`src/rtl/alu_writeback.sv`:
```
// Writeback stage behind the ALU: buffers result pairs and drains them one word
// per cycle into the register file's single write port, with a pending-write hazard query.
module alu_writeback #(
  parameter int DEPTH = 4,
  parameter int AW    = 5
) (
  input  logic          clk,
  input  logic          rst,
  input  logic          in_valid,
  output logic          in_ready,
  input  logic [31:0]   in_y1,
  input  logic [31:0]   in_y2,
  input  logic          in_we1,
  input  logic          in_we2,
  input  logic [AW-1:0] in_dst1,
  input  logic [AW-1:0] in_dst2,
  output logic          rf_we,
  output logic [AW-1:0] rf_addr,
  output logic [31:0]   rf_data,
  input  logic [AW-1:0] hz_addr,
  output logic          hz_pending
);

  localparam int PW = (DEPTH > 1) ? $clog2(DEPTH) : 1;

  typedef enum logic {H1, H2} ph_e;

  logic [31:0]   y1_q [DEPTH];
  logic [31:0]   y2_q [DEPTH];
  logic [AW-1:0] d1_q [DEPTH];
  logic [AW-1:0] d2_q [DEPTH];
  logic [DEPTH-1:0] p1_q, p2_q;
  logic [PW-1:0] wr_q, rd_q;
  logic [PW:0]   cnt_q;
  ph_e           ph_q, ph_d;

  logic          rf_we_q;
  logic [AW-1:0] rf_addr_q;
  logic [31:0]   rf_data_q;

  logic          push, pop, clr1, iss;
  logic [AW-1:0] iss_addr;
  logic [31:0]   iss_data;
  logic [PW-1:0] off;
  logic          hz;

  // A full FIFO refuses a push even when the head pops in the same cycle.
  assign in_ready = !rst && (cnt_q < (PW+1)'(DEPTH));
  assign push     = in_valid && in_ready;

  always_comb begin
    pop      = 1'b0;
    clr1     = 1'b0;
    iss      = 1'b0;
    iss_addr = d1_q[rd_q];
    iss_data = y1_q[rd_q];
    ph_d     = ph_q;
    if (cnt_q != '0) begin
      if (ph_q == H1 && p1_q[rd_q]) begin
        iss  = 1'b1;
        clr1 = 1'b1;
        ph_d = H2;
      end else begin
        // Y1 absent or already written: finish the entry this cycle.
        pop  = 1'b1;
        ph_d = H1;
        if (p2_q[rd_q]) begin
          iss      = 1'b1;
          iss_addr = d2_q[rd_q];
          iss_data = y2_q[rd_q];
        end
      end
    end
  end

  always_ff @(posedge clk) begin
    if (rst) begin
      wr_q      <= '0;
      rd_q      <= '0;
      cnt_q     <= '0;
      ph_q      <= H1;
      p1_q      <= '0;
      p2_q      <= '0;
      rf_we_q   <= 1'b0;
      rf_addr_q <= '0;
      rf_data_q <= '0;
    end else begin
      if (push) begin
        wr_q       <= wr_q + PW'(1);
        p1_q[wr_q] <= in_we1 && (in_dst1 != '0);
        p2_q[wr_q] <= in_we2 && (in_dst2 != '0);
      end
      if (clr1) p1_q[rd_q] <= 1'b0;
      if (pop)  rd_q <= rd_q + PW'(1);
      case ({push, pop})
        2'b10:   cnt_q <= cnt_q + (PW+1)'(1);
        2'b01:   cnt_q <= cnt_q - (PW+1)'(1);
        default: cnt_q <= cnt_q;
      endcase
      ph_q    <= ph_d;
      rf_we_q <= iss;
      if (iss) begin
        rf_addr_q <= iss_addr;
        rf_data_q <= iss_data;
      end
    end
  end

  always_ff @(posedge clk) begin
    if (push) begin
      y1_q[wr_q] <= in_y1;
      y2_q[wr_q] <= in_y2;
      d1_q[wr_q] <= in_dst1;
      d2_q[wr_q] <= in_dst2;
    end
  end

  // The rf_* register still counts as pending until the register file commits it.
  always_comb begin
    hz  = 1'b0;
    off = '0;
    for (int i = 0; i < DEPTH; i++) begin
      off = PW'(i) - rd_q;
      if ({1'b0, off} < cnt_q) begin
        if (p1_q[i] && d1_q[i] == hz_addr) hz = 1'b1;
        if (p2_q[i] && d2_q[i] == hz_addr) hz = 1'b1;
      end
    end
    if (rf_we_q && rf_addr_q == hz_addr) hz = 1'b1;
    if (hz_addr == '0) hz = 1'b0;
  end

  assign hz_pending = hz;
  assign rf_we      = rf_we_q;
  assign rf_addr    = rf_addr_q;
  assign rf_data    = rf_data_q;

endmodule

```
`config.mk`:
```
export PLATFORM = sky130hd
export DESIGN_NAME = alu_writeback
export DESIGN_NICKNAME = d
export VERILOG_FILES = /design/src/rtl/alu_writeback.sv
export SDC_FILE = /design/constraint.sdc
export NUM_CORES = 1
export LEC_CHECK = 0
export CORE_MARGIN = 2
export CORE_UTILIZATION = 58
export CTS_CLUSTER_SIZE = 24
export DETAILED_ROUTE_END_ITERATION = 8
export MAX_ROUTING_LAYER = met4
export PLACE_DENSITY_LB_ADDON = 0.2
export SYNTH_ARGS = -nofsm -noshare
export SYNTH_HDL_FRONTEND = slang
export SYNTH_SLANG_ARGS = --single-unit
```
`constraint.sdc`:
```
create_clock -name clk -period 4.2 [get_ports clk]
set_input_delay 0.42 -clock clk [delete_from_list [all_inputs] [get_ports clk]]
set_output_delay 0.42 -clock clk [all_outputs]
set_load 0.02 [all_outputs]
```
==> out/metrics.yaml, run 1 <==
floorplanning:
  core-area_um2: 24200
  die_width_um: 161
  die_height_um: 161
  placementRows: 57
  io_pins: 124
  die-area_um2: 25800
  start_util_pct: 58.8
global_route:
  grt_pass1_vias: 7992
  antenna_found_initial: 2
  grt_pass1_wl_um: 45100
  grt-ovfl-total: 0
  track_usage_pct: 23.8
  grt_max_degree: 75
clocking:
  postCtsHoldBufs: 0
  clock_latency_ps: 510
  numCtsBuffers: 36
  cts.sinks: 352
  cts_setup_buffers: 0
  htree_levels: 2
  clockBufferDepth: 3
  cts-resized-gates: 0
  tritoncts: "done"
  cts_root_buffer: "clkbuf_16"
  clk_pin_slew_worst_paths_ps: 60
synthesis:
  syn_inst: 791
  synth_top_area_cell: "edfxtp_1"
  synth-simple-area-share_pct: 5.88
  synth_area_per_cell_um2: 18.0
  syn_area_um2: 14200
  synth_top_area_share_pct: 62.6
  synth-seq-area-share_pct: 70.4
  yosys.area_share.adder_pct: 1.29
  ys_types: 39
  synthXorXnorAreaFrac_pct: 3.02
  synth_top_family_by_area: "multiplexers"
  synthMuxAreaShare_pct: 12.3
  ys_warn_count: 0
  synth_compound_area_share_pct: 4.73
  synth_area_leaders: "edfxtp_1 (63%), mux4_2 (12%), dfxtp_1 (7.9%)"
  syn-num-nets: 889
  yosys_register_bits: 352
placed_design:
  gp_congestion: 0.855
  dpl.hpwl_um: 17500
  dp_worst_setup_slack_ps: 853
  portBuffers: 123
  dp.cells: 1202
  placed_cell_area_um2: 15700
critical_path:
  path_buf_inv: 3
  worstPathCellList: "inv_1 > ha_1 > inv_1 > ha_1 > a21oi_1 > nor2_1 > a21oi_1 > nor3_1 > a21oi_1 > clkdlybuf4s50_1"
  path_depth: 10
  cp-start-kind: "flop"
  slowest_delay_ps: 620
  critPathCaptureType: "output port"
  crit_path_top_delay_cell: "clkdlybuf4s50_1"
  crit_top_cell: "a21oi_1"
  rr_worst_depth: 9
  path_delay_family: "buffers and inverters"
  worstSetupPathType: "reg -> out"
  cp.required_ps: 3780
  cp_data_arrival_time_ps: 3020
  worstPathMaxFanout: 9
pwr:
  vdd_drop_max_mv: 0.458
  p_clk_share_pct: 32.8
  p_seq_share_pct: 47.4
  p_per_area_nw_per_um2: 539
  comb_power_share_pct: 19.8
  switchingPower_mw: 2.37
  power_switching_share_pct: 26.1
  intPower_mw: 6.70
  power_mw: 9.07
  power.leakage_nw: 5.36
sta:
  period_share_pct: 81.9
  period_needed_ps: 3440
  whs_ps: 497
  worst_slack_ps: 760
  drv_slew: 0
  clock.fmax_ghz: 0.291
  hold_viol: 0
  setup-violations-final: 0
  fin_tns_setup_ps: 0
  rsz0062_at_grt: "no"
  worstMarginPinSlew_ps: 1050
  maxSlewHeadroom_pct: 29.8
  fin_skew_ps: 13.9
min_path:
  hold_path_depth: 2
  hold_class: "reg -> reg"
finish:
  finalNonFillerCells: 1269
  layout_common_cells: "edfxtp_1 (296), clkdlybuf4s50_1 (122), mux4_2 (76)"
  fillers: 1523
  final_area_um2: 16800
  final_nets: 1014
  drive_gt1_share_pct: 22.8
  layout_commonest_cell: "edfxtp_1"
  fin_util_pct: 69.6
  area_growth_pct: 18.5
route:
  viasPerCell: 5.82
  route.detailed.drc: 0
  via_count: 7390
  wl_per_cell_um: 22.7
  first_iter_violations: 558
  first_pass_iters: 5
  ant_nets: 0
  wl_um: 28800
job:
  maxCapViolations: 0
run_status:
  status: "completed"
## layer usage
metal / track usage (%) / part of all wire (%) / wire length (um)
met5: - / 0 / 0
met2: 39.7 / 52 / 14900
met3: 4.36 / 5.2 / 1490
met4: 5.90 / 1.5 / 435
met1: 30.8 / 41 / 11900
## cells by family after synthesis
| kind of cell | after synthesis |
|---|---|
| AO/OA/AOI/OAI | 64 |
| flip-flops | 352 |
| AND/OR/NAND/NOR | 173 |
| multiplexers | 80 |
| adder cells (fa/ha/maj) | 14 |
| buffers and inverters | 59 |
| XOR/XNOR | 49 |
## sequential cells by signal, indices dropped and copies added (netlist names), 4 cells and up, named ones only
| signal | cells |
|---|---|
| p2_q | 4 |
| rf_addr | 5 |
| y1_q | 128 |
| p1_q | 4 |
| d1_q | 20 |
| y2_q | 128 |
| rf_data | 32 |
| d2_q | 20 |
## worst register-to-register path: cells and delay by family, from the launching register on
family	cells	cell delay, ps
buf+inv	1	70
mux	1	570
compound gates	1	140
simple gates	3	810
fa+ha+maj	2	650
flops	1	530
xor+xnor	1	160
## power groups by stage
| stage | Combinational [mW] | Clock [mW] | Sequential [mW] |
|---|---|---|---|
| 3_5_place_dp | 1.80 | 0 | 4.38 |
| 3_3_place_gp | 1.77 | 0 | 4.37 |
| 4_1_cts | 1.82 | 3.05 | 4.31 |
| 2_1_floorplan | 1.37 | 0 | 4.25 |
| 5_1_grt | 1.94 | 3.18 | 4.34 |
| 6_report | 1.79 | 2.98 | 4.30 |
## area by class of cell
class	instances	area [um2]	area share [%]
sequential	352	10000	59.5
multi-input combinational	380	3880	23.0
timing repair buffer	132	1360	8.06
clock buffer	50	1000	5.96
tap	324	405	2.41
clock inverter	15	113	0.669
inverter	14	57.6	0.342
antenna	2	5.00	0.0297
## final timing paths
kind	startpoint	to	slack (ps)
worst max-delay path	rd_q[0]	hz_pending	760
worst min-delay path	p2_q[1]	p2_q[1]	500
worst max register to register	rd_q[0]	cnt_q[2]	1210
worst min register to register	p2_q[1]	p2_q[1]	500
## cell usage after synthesis, drive strengths merged
master,count
edfxtp,296
nand2,89
mux4,76
dfxtp,56
nor2,55
xor2,38
a311oi,37
buf,24
clkbuf,21
a21oi,18
inv,14
ha,13
xnor2,11
nor4,9
nand3,8
a211oi,4
mux2i,4
or4,3
nand2b,2
nor3,2
o21a,2
a31oi,1
and2,1
and2b,1
fa,1
nor3b,1
o21ai,1
o31ai,1
or2,1
or3,1
(Power assumes the default switching activity.)
==> run 2: changes to the inputs <==
==> constraint.sdc (replaced) <==
create_clock -name clk -period 3.5 [get_ports clk]
set_input_delay 0.35 -clock clk [delete_from_list [all_inputs] [get_ports clk]]
set_output_delay 0.35 -clock clk [all_outputs]
set_load 0.02 [all_outputs]
==> run 2 against run 1 <==
  * Clock skew fell by 4.8 ps
  * Clock power rose by 34%
  * Global-route usage rose by 0.25 points
  * Hold slack got worse by 66 ps
  * Critical path depth did not move
  * Final cell count rose by 0.24%
  * Sequential share of layout area fell by 0.66 points
==> out/metrics.yaml, run 2 (synthesized netlist as in run 1, its figures left out) <==
pwr:
  power.leakage_nw: 5.44  # +1.6%
  p_clk_share_pct: 35.1  # +2.3 points
  comb_power_share_pct: 19.5  # -0.3 points
  switchingPower_mw: 2.90  # +22%
  p_seq_share_pct: 45.4  # -2.0 points
  intPower_mw: 8.43  # +26%
  vdd_drop_max_mv: 0.454  # -0.89%
  power_switching_share_pct: 25.6  # -0.54 points
  p_per_area_nw_per_um2: 666  # +24%
  power_mw: 11.3  # +25%
finish:
  layout_common_cells: "edfxtp_1 (296), clkdlybuf4s50_1 (122), mux4_2 (76)"
  fillers: 1519  # -0.26%
  final_nets: 1017  # +0.30%
  multiInputGateArea_um2: 3880  # unchanged
  finalNonFillerCells: 1272  # +0.24%
  final_area_um2: 17000  # +1.2%
  area_growth_pct: 19.8
  drive_gt1_share_pct: 23.5  # +0.75 points
  fin_util_pct: 70.4  # +0.80 points
  layout_commonest_cell: "edfxtp_1"
  seqCellArea_um2: 10000  # about the same
floorplanning:
  die_width_um: 161  # unchanged
  io_pins: 124  # unchanged
  start_util_pct: 58.8  # unchanged
  die_height_um: 161  # unchanged
  placementRows: 57  # unchanged
  core-area_um2: 24200  # unchanged
  die-area_um2: 25800  # unchanged
min_path:
  hold_class: "in -> reg"
  worstHoldStart: "rst"
  hold_path_depth: 5  # +3
  hold_path_end: "wr_q[1]"
critical_path:
  path_depth: 10  # unchanged
  path_delay_family: "buffers and inverters"
  worstPathMaxFanout: 9  # unchanged
  path_buf_inv: 3  # unchanged
  reg2reg_to: "cnt_q[2]"
  worstPathCellList: "inv_1 > ha_1 > inv_1 > ha_1 > a21oi_1 > nor2_1 > a21oi_1 > nor3_1 > a21oi_1 > clkdlybuf4s50_1"
  cp.required_ps: 3150  # -630 ps
  crit_path_top_delay_cell: "clkdlybuf4s50_1"
  critPathCaptureType: "output port"
  rr_startpoint: "rd_q[0]"
  rr_worst_depth: 9  # unchanged
  rrSetupSlack_ps: 570  # -640 ps
  slowest_delay_ps: 620  # about the same
  worstSetupPathType: "reg -> out"
  cp-start-kind: "flop"
  cp_data_arrival_time_ps: 2950  # -70 ps
  crit_top_cell: "a21oi_1"
clocking:
  htree_levels: 2  # unchanged
  cts_root_buffer: "clkbuf_16"
  clk_pin_slew_worst_paths_ps: 60  # about the same
  clock_latency_ps: 510  # about the same
  cts_setup_buffers: 0  # unchanged
  numCtsBuffers: 36  # unchanged
  tritoncts: "done"
  clockBufferDepth: 3  # unchanged
  cts.sinks: 352  # unchanged
run_status:
  status: "completed"
global_route:
  grt_pass1_vias: 7895  # -1.2%
  track_usage_pct: 24.0  # +0.25 points
  grt_pass1_wl_um: 45500  # +0.86%
  grt-ovfl-total: 0  # unchanged
  antenna_found_initial: 1  # -1
  grt_max_degree: 76  # +1.3%
job:
  maxCapViolations: 0  # unchanged
route:
  first_iter_violations: 588  # +5.4%
  ant_nets: 0  # unchanged
  wl_um: 29200  # +1.7%
  viasPerCell: 5.81  # -0.28%
  route.detailed.drc: 0  # unchanged
  wl_per_cell_um: 23.0  # +1.4%
  via_count: 7387  # -0.041%
  first_pass_iters: 5  # unchanged
sta:
  period_share_pct: 94.2
  clock.fmax_ghz: 0.303
  hold_viol: 0  # unchanged
  worst_slack_ps: 202  # -558 ps
  whs_ps: 431  # -66.1 ps
  period_needed_ps: 3300
  maxSlewHeadroom_pct: 28.8  # -0.97 points
  setup-violations-final: 0  # unchanged
  fin_skew_ps: 9.10  # -4.84 ps
  worstMarginPinSlew_ps: 1070  # +14.6 ps
  drv_slew: 0  # unchanged
  fin_tns_setup_ps: 0  # unchanged
  rsz0062_at_grt: "no"
placed_design:
  placed_cell_area_um2: 15800  # +0.38%
  gp_congestion: 0.863  # +0.96%
  dpl.hpwl_um: 17500  # about the same
  dp_worst_setup_slack_ps: 271  # -582 ps
  dp.cells: 1205  # +0.25%
  portBuffers: 123  # unchanged
==> run 2: changes by cell type in the layout (fill, tap and decap cells not counted) <==
cell,before,now
bufinv_16,1,6
buf_12,5,8
clkbuf_1,9,6
clkinv_2,14,11
clkbuf_8,5,3
dfxtp_1,54,52
dfxtp_2,0,2
inv_6,1,3
clkbuf_16,36,37
clkinv_1,2,3
clkinv_8,1,0
clkinvlp_4,0,1
diode_2,2,1
==> run 2: timing repair <==
item,in CTS,in global routing
endpoints found under the setup margin,0,1
hold buffers,0,0
gates resized for setup,0,2
==> run 2: final cells by class <==
class / count / area share, %
inverter: 14 / 0.338
antenna: 1 / 0.0147
clock inverter: 20 / 1.53
tap: 324 / 2.38
multi-input combinational: 380 / 22.8
timing repair buffer: 135 / 8.32
clock buffer: 46 / 5.81
sequential: 352 / 58.8
==> run 2: worst min-delay path, stage by stage <==
cell,delay [ps]
buf_2,90
nor2_1,40
and2_1,250
nand2_1,110
o31ai_1,50
==> run 2: power groups by stage <==
stage / registers (mW) / clock network (mW) / logic, mW
after floorplan: 5.11 / 0 / 1.65
after global placement: 5.22 / 0 / 2.17
after detailed placement: 5.24 / 0 / 2.23
after CTS: 5.15 / 4.05 / 2.24
after global routing: 5.19 / 4.23 / 2.38
final: 5.14 / 3.98 / 2.21
==> run 2: how the worst max path moves through the flow <==
stage / start / end / slack (ps)
2_1_floorplan: cnt_q[2] / d1_q[0][0] / 260
4_1_cts: rd_q[0] / hz_pending / 30
5_1_grt: rd_q[0] / hz_pending / 40
6_report: rd_q[0] / hz_pending / 200
3_5_place_dp: hz_addr[3] / hz_pending / 270
3_3_place_gp: hz_addr[3] / hz_pending / 310
==> run 2: routing by layer <==
layer	track usage, %	vias up	wire, um
li1	-	3350	-
met3	4.00	45	1440
met2	40.4	197	15200
met5	-	-	0
met1	30.9	3795	12000
met4	6.43	0	524
